==> src/rtl/lpc_io_target.sv <==
// lpc_io_target: LPC I/O-cycle target with a relocatable register window,
// programmable SYNC long-wait and a POST-code FIFO with overflow tracking.
`default_nettype none

module lpc_io_target #(
    parameter logic [15:0] BASE_ADDR  = 16'h0800,
    parameter int          ADDR_BITS  = 5,
    parameter logic [15:0] POST_PORT  = 16'h0080,
    parameter int          POST_DEPTH = 8,
    parameter int          SYNC_WAIT  = 0
) (
    input  logic                          LpcClock,
    input  logic                          PciReset,
    input  logic                          LpcFrame,
    input  logic [3:0]                    LpcBusIn,
    output logic [3:0]                    LpcBusOut,
    output logic                          LpcBusOe,
    output logic                          RegWr,
    output logic                          RegRd,
    output logic [ADDR_BITS-1:0]          RegAddr,
    output logic [7:0]                    RegWrData,
    input  logic [7:0]                    RegRdData,
    output logic [7:0]                    PostData,
    output logic                          PostValid,
    input  logic                          PostPop,
    output logic [$clog2(POST_DEPTH):0]   PostCount,
    output logic [7:0]                    PostLast,
    output logic                          PostOvf,
    input  logic                          PostOvfClr,
    output logic                          CycleAbort
);

    localparam int                PTR_W   = $clog2(POST_DEPTH);
    localparam logic [3:0]        WAIT_N  = 4'(SYNC_WAIT);
    localparam logic [PTR_W:0]    DEPTH_N = (PTR_W + 1)'(POST_DEPTH);

    typedef enum logic [2:0] {
        S_IDLE, S_CYCTYPE, S_ADDR, S_WDATA, S_HTAR, S_SYNC, S_RDATA, S_PTAR
    } state_t;

    state_t      r_state;
    logic [3:0]  r_cnt;
    logic        r_write;
    logic        r_hit;
    logic        r_post;
    logic        r_ready;
    logic [11:0] r_addr;
    logic [7:0]  r_wdata;
    logic [3:0]  r_rd_hi;
    logic [3:0]  r_bus_out;
    logic        r_bus_oe;
    logic        r_reg_wr;
    logic        r_reg_rd;
    logic        r_abort;

    logic [15:0] w_addr_full;
    logic        w_win_hit;
    logic        w_post_hit;

    assign w_addr_full = {r_addr, LpcBusIn};
    assign w_win_hit   = (w_addr_full[15:ADDR_BITS] == BASE_ADDR[15:ADDR_BITS]);
    assign w_post_hit  = r_write && (w_addr_full == POST_PORT);

    always_ff @(posedge LpcClock or negedge PciReset) begin
        if (!PciReset) begin
            r_state   <= S_IDLE;
            r_cnt     <= 4'd0;
            r_write   <= 1'b0;
            r_hit     <= 1'b0;
            r_post    <= 1'b0;
            r_ready   <= 1'b0;
            r_addr    <= 12'd0;
            r_wdata   <= 8'd0;
            r_rd_hi   <= 4'd0;
            r_bus_out <= 4'd0;
            r_bus_oe  <= 1'b0;
            r_reg_wr  <= 1'b0;
            r_reg_rd  <= 1'b0;
            r_abort   <= 1'b0;
        end else begin
            r_reg_wr <= 1'b0;
            r_reg_rd <= 1'b0;
            r_abort  <= 1'b0;
            if (!LpcFrame) begin
                // Frame low always restarts START detection, aborting any cycle in flight.
                r_abort   <= (r_state != S_IDLE) && r_hit;
                r_hit     <= 1'b0;
                r_post    <= 1'b0;
                r_ready   <= 1'b0;
                r_bus_oe  <= 1'b0;
                r_bus_out <= 4'd0;
                r_cnt     <= 4'd0;
                r_state   <= (LpcBusIn == 4'h0) ? S_CYCTYPE : S_IDLE;
            end else begin
                case (r_state)
                    S_IDLE: r_state <= S_IDLE;
                    S_CYCTYPE: begin
                        r_write <= LpcBusIn[1];
                        r_cnt   <= 4'd0;
                        r_state <= (LpcBusIn[3:2] == 2'b00) ? S_ADDR : S_IDLE;
                    end
                    S_ADDR: begin
                        r_addr <= w_addr_full[11:0];
                        if (r_cnt == 4'd3) begin
                            r_cnt <= 4'd0;
                            if (w_win_hit || w_post_hit) begin
                                r_hit   <= 1'b1;
                                r_post  <= w_post_hit && !w_win_hit;
                                r_state <= r_write ? S_WDATA : S_HTAR;
                            end else begin
                                r_state <= S_IDLE;
                            end
                        end else begin
                            r_cnt <= r_cnt + 4'd1;
                        end
                    end
                    S_WDATA: begin
                        if (r_cnt == 4'd0) begin
                            r_wdata[3:0] <= LpcBusIn;
                            r_cnt        <= 4'd1;
                        end else begin
                            r_wdata[7:4] <= LpcBusIn;
                            r_cnt        <= 4'd0;
                            r_state      <= S_HTAR;
                        end
                    end
                    S_HTAR: begin
                        if (r_cnt == 4'd0) begin
                            r_reg_rd <= !r_write;
                            r_cnt    <= 4'd1;
                        end else begin
                            r_state  <= S_SYNC;
                            r_bus_oe <= 1'b1;
                            r_cnt    <= 4'd0;
                            if (WAIT_N == 4'd0) begin
                                r_ready   <= 1'b1;
                                r_bus_out <= 4'b0000;
                                r_reg_wr  <= r_write && !r_post;
                            end else begin
                                r_ready   <= 1'b0;
                                r_bus_out <= 4'b0110;
                            end
                        end
                    end
                    S_SYNC: begin
                        if (!r_ready) begin
                            if (r_cnt == WAIT_N - 4'd1) begin
                                r_ready   <= 1'b1;
                                r_bus_out <= 4'b0000;
                                r_reg_wr  <= r_write && !r_post;
                            end else begin
                                r_cnt <= r_cnt + 4'd1;
                            end
                        end else begin
                            r_cnt <= 4'd0;
                            if (r_write) begin
                                r_bus_out <= 4'hF;
                                r_state   <= S_PTAR;
                            end else begin
                                r_bus_out <= RegRdData[3:0];
                                r_rd_hi   <= RegRdData[7:4];
                                r_state   <= S_RDATA;
                            end
                        end
                    end
                    S_RDATA: begin
                        if (r_cnt == 4'd0) begin
                            r_bus_out <= r_rd_hi;
                            r_cnt     <= 4'd1;
                        end else begin
                            r_bus_out <= 4'hF;
                            r_cnt     <= 4'd0;
                            r_state   <= S_PTAR;
                        end
                    end
                    S_PTAR: begin
                        if (r_cnt == 4'd0) begin
                            r_bus_oe  <= 1'b0;
                            r_bus_out <= 4'd0;
                            r_cnt     <= 4'd1;
                        end else begin
                            r_cnt   <= 4'd0;
                            r_hit   <= 1'b0;
                            r_post  <= 1'b0;
                            r_ready <= 1'b0;
                            r_state <= S_IDLE;
                        end
                    end
                    default: r_state <= S_IDLE;
                endcase
            end
        end
    end

    assign LpcBusOut  = r_bus_out;
    assign LpcBusOe   = r_bus_oe;
    assign RegWr      = r_reg_wr;
    assign RegRd      = r_reg_rd;
    assign RegAddr    = r_addr[ADDR_BITS-1:0];
    assign RegWrData  = r_wdata;
    assign CycleAbort = r_abort;

    logic [7:0]       r_mem [POST_DEPTH];
    logic [PTR_W-1:0] r_wr_ptr;
    logic [PTR_W-1:0] r_rd_ptr;
    logic [PTR_W:0]   r_count;
    logic [7:0]       r_last;
    logic             r_ovf;
    logic             w_push;
    logic             w_pop;
    logic             w_full;
    logic             w_wr_en;

    assign w_push  = (r_state == S_SYNC) && r_ready && r_post;
    assign w_full  = (r_count == DEPTH_N);
    assign w_pop   = PostPop && (r_count != '0);
    // A pop in the same cycle frees the slot, so a push into a full FIFO still lands.
    assign w_wr_en = w_push && (!w_full || w_pop);

    always_ff @(posedge LpcClock or negedge PciReset) begin
        if (!PciReset) begin
            r_wr_ptr <= '0;
            r_rd_ptr <= '0;
            r_count  <= '0;
            r_last   <= 8'd0;
            r_ovf    <= 1'b0;
        end else begin
            if (w_wr_en) r_wr_ptr <= r_wr_ptr + 1'b1;
            if (w_pop)   r_rd_ptr <= r_rd_ptr + 1'b1;
            r_count <= r_count + (PTR_W + 1)'(w_wr_en) - (PTR_W + 1)'(w_pop);
            if (w_push) r_last <= r_wdata;
            if (w_push && w_full && !w_pop) r_ovf <= 1'b1;
            else if (PostOvfClr)            r_ovf <= 1'b0;
        end
    end

    always_ff @(posedge LpcClock) begin
        if (w_wr_en) r_mem[r_wr_ptr] <= r_wdata;
    end

    assign PostValid = (r_count != '0);
    assign PostData  = PostValid ? r_mem[r_rd_ptr] : 8'h00;
    assign PostCount = r_count;
    assign PostLast  = r_last;
    assign PostOvf   = r_ovf;

endmodule

`default_nettype wire

==> config.mk <==
export PLATFORM = sky130hd
export DESIGN_NAME = lpc_io_target
export DESIGN_NICKNAME = d
export VERILOG_FILES = /design/src/rtl/lpc_io_target.sv
export SDC_FILE = /design/constraint.sdc
export NUM_CORES = 1
export LEC_CHECK = 0
export ABC_AREA = 1
export BUFFER_PORTS_ARGS = -buffer_cell sky130_fd_sc_hd__buf_2
export CAP_MARGIN = 20
export CORE_MARGIN = 5
export CORE_UTILIZATION = 45
export DETAILED_ROUTE_END_ITERATION = 8
export PLACE_DENSITY_LB_ADDON = 0.3
export RECOVER_POWER = 25
export SLEW_MARGIN = 5
export SYNTH_ARGS = -nofsm -noshare
export SYNTH_HDL_FRONTEND = slang
export SYNTH_SLANG_ARGS = --single-unit
==> constraint.sdc <==
create_clock -name LpcClock -period 2.4 [get_ports LpcClock]
set_input_delay 0.48 -clock LpcClock [delete_from_list [all_inputs] [get_ports LpcClock]]
set_output_delay 0.48 -clock LpcClock [all_outputs]
set_load 0.02 [all_outputs]
==> impl_results.md, run 1 <==
- Distinct cells, synth: 40
- Synth warnings: 0
- CTS clk-pin slew, worst paths: 0.05 ns
- Initial drt markers: 365
- Fill count: 1118
- CTS tree: built
- TNS Setup: 0 ns
- Rows: 41
- RSZ-0062 raised after global routing: yes
- Most common cell after layout, fill and taps aside: nand2_1
- Clock skew: 0.008340 ns
- Vias: 4205
- Syn avg cell area: 10.13 sq um
- Drt first pass iters: 5
- Design Area, Final: 6859 sq um
- Gpl congestion: 0.9261
- PwrDens: 984.3 nW/um^2
- Vias per std cell: 5.103
- Final slew viol count: 63
- Sequential-to-total area share from yosys stat: 61.24%
- Clk Latency, worst-skew pair: 0.42 ns
- Hold Violations, Final: 0
- Power, Total: 6.751 mW
- Endpoint type of the worst setup path: output port
- Max cap viols: 1
- Most frequent cells in the layout: 92 x nand2_1, 86 x nor2_1, 82 x o21ai_0
- Leak: 3.000 nW
- Setup CP Type: reg -> out
- H-tree levels: 4
- Synth Instances: 560
- Num CTS Buffers: 17
- Synth-to-Final Area Change: 20.94%
- EDFF count, synth: 64
- Final antenna-violating net count: 0
- Clock tree buffer depth: 2
- Max-slew headroom: -1.067%
- Total congestion overflow: 0
- Hold Crit Class: in -> reg
- Worst-Margin Slew: 1.516 ns
- Failing checks: max-capacitance violations, max-slew violations
- FFs w/ async S/R, synth: 49.21%
- Wire per inst: 16.05 um
- Initial antenna violation count: 0
- Synth Register Bits: 126
- Pre-CTS WS: 0.1721 ns
- Final core occ: 55.02%
- Period utilization: 97.29%
- Hold Slack: 0.2901 ns
- Non-Filler Instances: 824
- Core ar.: 12470 sq um
- Number of antenna diodes: 0
- Final Setup Violations: 0
- Net count after synthesis: 588
- Die ar.: 14950 sq um
- Setup WS post-layout: 0.06496 ns
- Chip width: 122.3 um
- Final wirelength: 13220 um
- Critical Path RT: 1.92 ns
- Fmax: 428.3 MHz
- Top FF cell, synth: edfxtp_1
- Share of cells above drive strength 1: 22.85%
- Nets: 667
- DP Wirelength: 8897 um
- Vias in the first global route: 4255
- CP Max Fanout: 16
- # placed instances: 790
- Post-route minimum period: 2.335 ns
- Critical path launch point type: flop
- First-pass GRT wire length: 21510 um
- Pin count of the biggest net entering global routing: 63
- Status: finished, violations left
- Clk root buf: clkbuf_16
- Total global-route track usage: 18.74%
- Ports: 60
- DRC: 0
- Initial Utilization: 45.50%
- Placement Cell Area: 6220 sq um
- Crit path DAT: 1.86 ns
- Clk sinks: 126
- Port bufs: 59
- Die Ht: 122.3 um
- Max IR drop VDD: 473.2 uV
- Post-synthesis instance area: 5672 sq um
[cell usage after synthesis (5+ instances only)]
library cell  instances  area, sq um
a31oi_1               8        50.05
buf_4                 7        52.55
clkbuf_1              9        33.78
dfrtp_1              62         1551
edfxtp_1             64         1922
ha_1                 10        125.1
inv_1                45        168.9
inv_2                 5        18.77
mux2_2                7        78.83
nand2_1              92        345.3
nand2_2               5        31.28
nand3_1              14        70.07
nor2_1               86        322.8
nor2_2                5        31.28
nor3_1                7        35.03
o21ai_0              83        415.4
o22ai_1              13        81.33
xor2_1                6        52.55
[sequential cells by signal (all words and copies together), names as in the netlist]
register,cells
CycleAbort,1
LpcBusOe,1
LpcBusOut,4
PostCount,4
PostLast,8
PostOvf,1
RegRd,1
RegWr,1
RegWrData,8
r_addr,12
r_cnt,4
r_hit,1
r_mem,64
r_post,1
r_rd_hi,4
r_rd_ptr,3
r_ready,1
r_state,3
r_wr_ptr,3
r_write,1
[power by group]
part	total, mW	internal (mW)	switching (mW)
combinational	1.77	0.643	1.13
clock	2.48	1.59	0.885
sequential	2.50	2.38	0.120
total	6.75	4.62	2.13
[worst max-delay path: stages (launching register included)]
cell       delay (ns)
dfrtp_2          0.44
buf_4            0.17
clkbuf_16        0.17
nor2_1           0.11
o22ai_1          0.08
o21ai_0          0.22
a31oi_1          0.07
buf_2            0.18
[cells by family after synthesis]
| logic type | after synthesis | synth area share (%) |
|---|---|---|
| AND/OR/NAND/NOR | 224 | 17.47 |
| buffers and inverters | 72 | 5.471 |
| XOR/XNOR | 7 | 1.081 |
| AO/OA/AOI/OAI | 112 | 10.52 |
| multiplexers | 8 | 1.655 |
| adder cells (fa/ha/maj) | 11 | 2.559 |
| flip-flops | 126 | 61.24 |
[per-layer routing]
layer | track usage [%] | part of all wire (%) | vias up
met2 | 31.74 | 51 | 107
met5 | 0 | 0 | -
met1 | 23.32 | 43 | 2025
li1 | - | - | 2045
met3 | 4.055 | 4.4 | 28
met4 | 7.838 | 2.0 | 0
[path summary, 6_finish.rpt]
path | from | endpoint | slack (ns) | depth (start not counted)
worst max-delay path | r_rd_ptr[0] | PostData[2] | 0.06 | 7
worst min-delay path | PostOvfClr | PostOvf | 0.29 | 2
worst max register to register | PostCount[2] | PostCount[2] | 0.17 | 11
worst min register to register | r_addr[9] | r_addr[9] | 0.48 | 2
max in group asynchronous | PciReset | r_rd_ptr[0] | 0.86 | 2
min in group asynchronous | PciReset | r_rd_hi[1] | 0.52 | 2
[final cells by class]
type | instances | area [sq um] | share of cell area (%)
Multi-Input combinational cell | 362 | 1893 | 27.60
Clock buffer | 27 | 524.3 | 7.643
Timing Repair Buffer | 81 | 500.5 | 7.297
Tap cell | 172 | 215.2 | 3.138
Inverter | 51 | 198.9 | 2.900
Clock inverter | 5 | 52.55 | 0.7661
Sequential cell | 126 | 3475 | 50.66
[repair_timing]
action                                  4_1_cts  5_1_grt
setup buffers                                 0        1
resized for setup                             0       13
cloned                                        0        1
hold buffers                                  0        0
pin swaps                                     0        0
endpoints found under the hold margin         0        0
endpoints found under the setup margin        8        8
Power figures use the tool's default switching activity.
==> run 2: changes to the inputs <==
--- a/config.mk
+++ b/config.mk
@@ -8,11 +8,11 @@
 export ABC_AREA = 1
 export BUFFER_PORTS_ARGS = -buffer_cell sky130_fd_sc_hd__buf_2
 export CAP_MARGIN = 20
-export CORE_MARGIN = 5
 export CORE_UTILIZATION = 45
 export DETAILED_ROUTE_END_ITERATION = 8
 export PLACE_DENSITY_LB_ADDON = 0.3
 export RECOVER_POWER = 25
+export REMOVE_ABC_BUFFERS = 1
 export SLEW_MARGIN = 5
 export SYNTH_ARGS = -nofsm -noshare
 export SYNTH_HDL_FRONTEND = slang
==> constraint.sdc (replaced) <==
create_clock -name LpcClock -period 2.4 [get_ports LpcClock]
set_input_delay 0.48 -clock LpcClock [delete_from_list [all_inputs] [get_ports LpcClock]]
set_output_delay 0.48 -clock LpcClock [all_outputs]
set_load 0.01 [all_outputs]
==> impl_results.md, run 2 (synthesis gave the netlist of run 1 again) <==
- Status: finished clean
- Setup WS post-layout: 0.09403 ns (+0.02906 ns)
- Most common cell after layout, fill and taps aside: nand2_1
- Endpoint type of the worst setup path: output port
- CTS tree: built
- Total congestion overflow: 0 (unchanged)
- Biggest regs: r_mem x64, r_addr x12
- Max-slew headroom: 24.30% (+25 points)
- Post-route minimum period: 2.306 ns (-0.02906 ns)
- Vias: 4169 (-0.86%)
- Critical path launch point type: flop
- Most frequent cells in the layout: 92 x nand2_1, 86 x nor2_1, 80 x o21ai_0
- Hold Crit Class: in -> async
- TNS Setup: 0 ns (unchanged)
- Pre-CTS WS: 0.1734 ns (+0.001346 ns)
- Non-Filler Instances: 822 (-0.24%)
- Vias in the first global route: 4022 (-5.5%)
- Number of antenna diodes: 0 (unchanged)
- Nets: 669 (+0.30%)
- CP Max Fanout: 16 (unchanged)
- CTS clk-pin slew, worst paths: 0.05 ns (about the same)
- DP Wirelength: 8771 um (-1.4%)
- Power, Total: 6.430 mW (-4.8%)
- Clock tree buffer depth: 2 (unchanged)
- PwrDens: 942.1 nW/um^2 (-4.3%)
- Drt first pass iters: 4 (-1)
- Num CTS Buffers: 17 (unchanged)
- Share of cells above drive strength 1: 22.17% (-0.68 points)
- Total global-route track usage: 21.20% (+2.5 points)
- Wire per inst: 15.79 um (-1.6%)
- Clk Latency, worst-skew pair: 0.42 ns (about the same)
- Leak: 2.974 nW (-0.87%)
- Final core occ: 56.12% (+1.1 points)
- Synth-to-Final Area Change: 20.34%
- Die ar.: 13060 sq um (-13%)
- Fmax: 433.7 MHz (+1.3%)
- Buf+Inv Stages, Crit Path: 3 (unchanged)
- DRC: 0 (unchanged)
- Max reg flops: 64 (unchanged)
- Max IR drop VDD: 493.4 uV (+4.3%)
- Gpl congestion: 0.8530 (-7.9%)
- CP max stage delay: 0.44 ns (about the same)
- Critical Path Slowest Stage Cell: dfrtp_2
- Worst-Margin Slew: 1.135 ns (-0.3806 ns)
- Most flop-heavy register: r_mem
- Initial antenna violation count: 0 (unchanged)
- Clock skew: 0.004491 ns (-0.003848 ns)
- Clk root buf: clkbuf_16
- Clk sinks: 126 (unchanged)
- Final Setup Violations: 0 (unchanged)
- Rows: 40 (-2.4%)
- Core ar.: 12160 sq um (-2.4%)
- First-pass GRT wire length: 20510 um (-4.6%)
- Period utilization: 96.08% (-1.2 points)
- Port bufs: 59 (unchanged)
- Setup CP Type: reg -> out
- # placed instances: 786 (-0.51%)
- Crit path DAT: 1.83 ns (-0.03 ns)
- Initial drt markers: 303 (-17%)
- H-tree levels: 4 (unchanged)
- Final slew viol count: 0 (-100%)
- Vias per std cell: 5.072 (-0.61%)
- Initial Utilization: 46.64% (+1.1 points)
- Final antenna-violating net count: 0 (unchanged)
- Critical Path RT: 1.92 ns (about the same)
- Delay-heaviest family, CP: buffers and inverters
- Critical path, cell by cell: buf_4 -> clkbuf_16 -> nor2_1 -> o22ai_1 -> o21ai_0 -> a31oi_1 -> buf_2
- Hold Violations, Final: 0 (unchanged)
- Chip width: 114.3 um (-6.5%)
- Hold_buf cts: 0 (unchanged)
- Die Ht: 114.3 um (-6.5%)
- Max cap viols: 0 (-1)
- Final wirelength: 12980 um (-1.8%)
- Ports: 60 (unchanged)
- Pin count of the biggest net entering global routing: 43 (-32%)
run 2: cell count changes in the layout (fill, tap and decap cells not counted), sizes merged:
cell      previous run  this run
inv                 49        48
clkbuf              29        28
clkinvlp             2         3
clkinv               4         9
buf                 79        77
run 2: metal layers:
layer	global-route usage (%)	up-vias	wire length (um)
li1	-	2050	-
met1	26.80	2010	5650
met2	34.46	88	6527
met3	5.082	21	578
met4	10.04	0	227
met5	0	-	0
run 2: area by class of cell:
type | count | area (sq um)
timing repair buffer | 82 | 524.3
inverter | 51 | 201.4
fill | 1058 | 5336
tap | 168 | 210.2
clock buffer | 23 | 447.9
multi-input combinational | 362 | 1888
timing repair inverter | 1 | 7.507
sequential | 126 | 3476
clock inverter | 9 | 70.07
run 2: repair_timing:
action | 4_1_cts | 5_1_grt
pin swaps | 0 | 1
buffers inserted | 0 | 1
cloned | 0 | 3
gates resized for setup | 1 | 13
endpoints found under the setup margin | 2 | 8
run 2: worst paths after layout:
path | start | slack, ns | to | cells after the start
worst min-delay path | PciReset | 0.27 | PostLast[7] | 1
worst max-delay path | r_rd_ptr[0] | 0.09 | PostData[4] | 7
worst max register to register | PostCount[2] | 0.18 | PostCount[2] | 11
worst min register to register | r_addr[10] | 0.48 | r_addr[10] | 2
max in group asynchronous | PciReset | 0.48 | r_rd_ptr[0] | 2
min in group LpcClock | PostOvfClr | 0.28 | PostOvf | 2
run 2: stage by stage:
stage                     hold slack [ns]  cell area [sq um]
after floorplan                    0.1844               5554
after global placement             0.4624               6235
after detailed placement           0.4731               6235
after CTS                         0.03607               6756
after global routing               0.2838               6825
final                              0.2658               6825
run 2: power breakdown:
part	switching, mW	internal (mW)
Combinational	0.975	0.672
Clock	0.870	1.40
Sequential	0.124	2.39
==> run 3: changes to the inputs <==
--- a/config.mk
+++ b/config.mk
@@ -11,7 +11,7 @@
 export CORE_UTILIZATION = 45
 export DETAILED_ROUTE_END_ITERATION = 8
 export PLACE_DENSITY_LB_ADDON = 0.3
-export RECOVER_POWER = 25
+export RECOVER_POWER = 50
 export REMOVE_ABC_BUFFERS = 1
 export SLEW_MARGIN = 5
 export SYNTH_ARGS = -nofsm -noshare
==> impl_results.md, run 3 (synthesis gave the netlist of run 1 again) <==
- Status: finished clean
- Comb power frac: 25.6% (about the same)
- Final slew viol count: 0 (unchanged)
- Hold_buf cts: 0 (unchanged)
- Crit path DAT: 1.84 ns (about the same)
- Clock skew: 0.004406 ns (-0.00008535 ns)
- Period utilization: 96.84% (+0.76 points)
- Pin count of the biggest net entering global routing: 43 (unchanged)
- Psw: 1.985 mW (+0.80%)
- Worst-Margin Slew: 1.125 ns (-0.01064 ns)
- Wire per inst: 15.96 um (+1.0%)
- Biggest regs: r_mem x64, r_addr x12
- Hold Violations, Final: 0 (unchanged)
- CTS clk-pin slew, worst paths: 0.05 ns (about the same)
- CP max stage delay: 0.44 ns (about the same)
- Setup CP Type: reg -> out
- Int Power: 4.460 mW (about the same)
- Post-route minimum period: 2.324 ns (+0.01822 ns)
- DP Wirelength: 8771 um (unchanged)
- Clk sinks: 126 (unchanged)
- Most flop-heavy register: r_mem
- Leak: 2.912 nW (-2.1%)
- Die ar.: 13060 sq um (unchanged)
- Final Setup Violations: 0 (unchanged)
- FF-to-FF setup slack: 0.18 ns (about the same)
- Initial drt markers: 296 (-2.3%)
- Clock power share: 35.4% (about the same)
- Vias in the first global route: 4022 (unchanged)
- CTS tree: built
- Rows: 40 (unchanged)
- Vias per std cell: 5.091 (+0.38%)
- Port bufs: 59 (unchanged)
- Clk Latency, worst-skew pair: 0.42 ns (about the same)
- Crit. path cell count: 6 (-1)
- Hold Slack: 0.2555 ns (-0.01027 ns)
- Crit path capture: PostData[3]
- Nets: 669 (unchanged)
- Chip width: 114.3 um (unchanged)
- DR WL met2: 6482 um (-0.69%)
- Critical Path RT: 1.92 ns (about the same)
- Buf+Inv Stages, Crit Path: 2 (-1)
- Seq pwr share: 39.0% (about the same)
- Met3 routed WL: 561 um (-2.9%)
- Reg-to-Reg Start: PostCount[2]
- First-pass GRT wire length: 20510 um (unchanged)
- Fill count: 1070 (+1.1%)
- Delay-heaviest family, CP: compound AO/OA/AOI/OAI gates
- Wl on met1: 5799 um (+2.6%)
- Initial Utilization: 46.64% (unchanged)
- Max cap viols: 0 (unchanged)
- Critical Path Slowest Stage Cell: dfrtp_2
- Total global-route track usage: 21.20% (unchanged)
- H-tree levels: 4 (unchanged)
- Most common cell after layout, fill and taps aside: nand2_1
- Fmax: 430.3 MHz (-0.78%)
- Max-slew headroom: 25.01% (+0.71 points)
- Number of antenna diodes: 0 (unchanged)
- Gpl congestion: 0.8530 (unchanged)
- Net Sw Frac: 30.79% (+0.17 points)
- Path depth of the worst reg2reg path: 11 (unchanged)
- Max IR drop VDD: 494.4 uV (+0.20%)
- Hold Crit Class: in -> async
- Crit path from: r_rd_ptr[1]
- Ports: 60 (unchanged)
- Endpoint type of the worst setup path: output port
- Num CTS Buffers: 17 (unchanged)
- DRC: 0 (unchanged)
- Most frequent cells in the layout: 92 x nand2_1, 88 x nor2_1, 80 x o21ai_0
- Final antenna-violating net count: 0 (unchanged)
- Critical path, cell by cell: buf_6 -> o21ai_0 -> o22ai_1 -> o21ai_1 -> a31oi_1 -> buf_2
- Max Used Layer: met4
- Critical path launch point type: flop
- Vias: 4185 (+0.38%)
- Synth-to-Final Area Change: 19.81%
- CP Max Fanout: 17 (+1)
- Capture point of the worst reg-to-reg path: PostCount[2]
- Share of cells above drive strength 1: 19.57% (-2.6 points)
- Initial antenna violation count: 0 (unchanged)
- Clock tree buffer depth: 2 (unchanged)
- Drt first pass iters: 4 (unchanged)
- PwrDens: 948.4 nW/um^2 (+0.67%)
- Core ar.: 12160 sq um (unchanged)
- Final core occ: 55.87% (-0.25 points)
- Total congestion overflow: 0 (unchanged)
- Die Ht: 114.3 um (unchanged)
- Max reg flops: 64 (unchanged)
- Final wirelength: 13120 um (+1.0%)
- Clk root buf: clkbuf_16
run 3: per-layer routing:
layer	up-vias	GRT usage, %
li1	2055	-
met1	2014	26.80
met2	89	34.46
met3	27	5.082
met4	0	10.04
met5	-	0
run 3: power by group through the flow:
stage	registers (mW)	clock network, mW	logic [mW]
floorplan	2.59	0	0.807
global placement	2.51	0	1.45
detailed placement	2.52	0	1.49
CTS	2.48	2.31	1.50
global route	2.53	2.40	1.84
finish	2.51	2.28	1.65
run 3: cell type report:
| cell class | instances | area [sq um] | area share [%] |
|---|---|---|---|
| timing repair inverter | 1 | 7.507 | 0.1105 |
| tap | 168 | 210.2 | 3.093 |
| clock buffer | 23 | 447.9 | 6.592 |
| inverter | 51 | 201.4 | 2.964 |
| sequential | 126 | 3476 | 51.15 |
| timing repair buffer | 82 | 504.2 | 7.420 |
| clock inverter | 9 | 70.07 | 1.031 |
| multi-input combinational | 362 | 1878 | 27.64 |
run 3: what timing repair did:
action / in CTS / in global routing
pin swaps: 0 / 1
gates resized for setup: 1 / 13
setup endpoints to repair: 2 / 8
setup buffers: 0 / 1
gates cloned: 0 / 3
run 3: worst min path at each step:
stage / end / slack (ns) / cells past startpoint / from
after floorplan: CycleAbort / 0.18 / 0 / PciReset
after global placement: r_addr[9] / 0.46 / 2 / r_addr[9]
after detailed placement: PostLast[1] / 0.47 / 2 / PostLast[1]
after CTS: PostLast[7] / 0.04 / 1 / PciReset
after global routing: PostOvf / 0.28 / 2 / PostOvfClr
final: PostLast[7] / 0.26 / 1 / PciReset
run 3: per-stage QoR:
stage	instance area [sq um]	worst slack, ns	setup TNS [ns]	power, mW	instances
final	6795	0.07581	0	6.445	822
after global routing	6795	-0.007860	-0.01175	6.767	822
after CTS	6756	0.02496	0	6.288	818
after detailed placement	6235	0.1734	0	4.008	786
after global placement	6235	0.2576	0	3.964	786
after floorplan	5554	0.1193	0	3.398	539
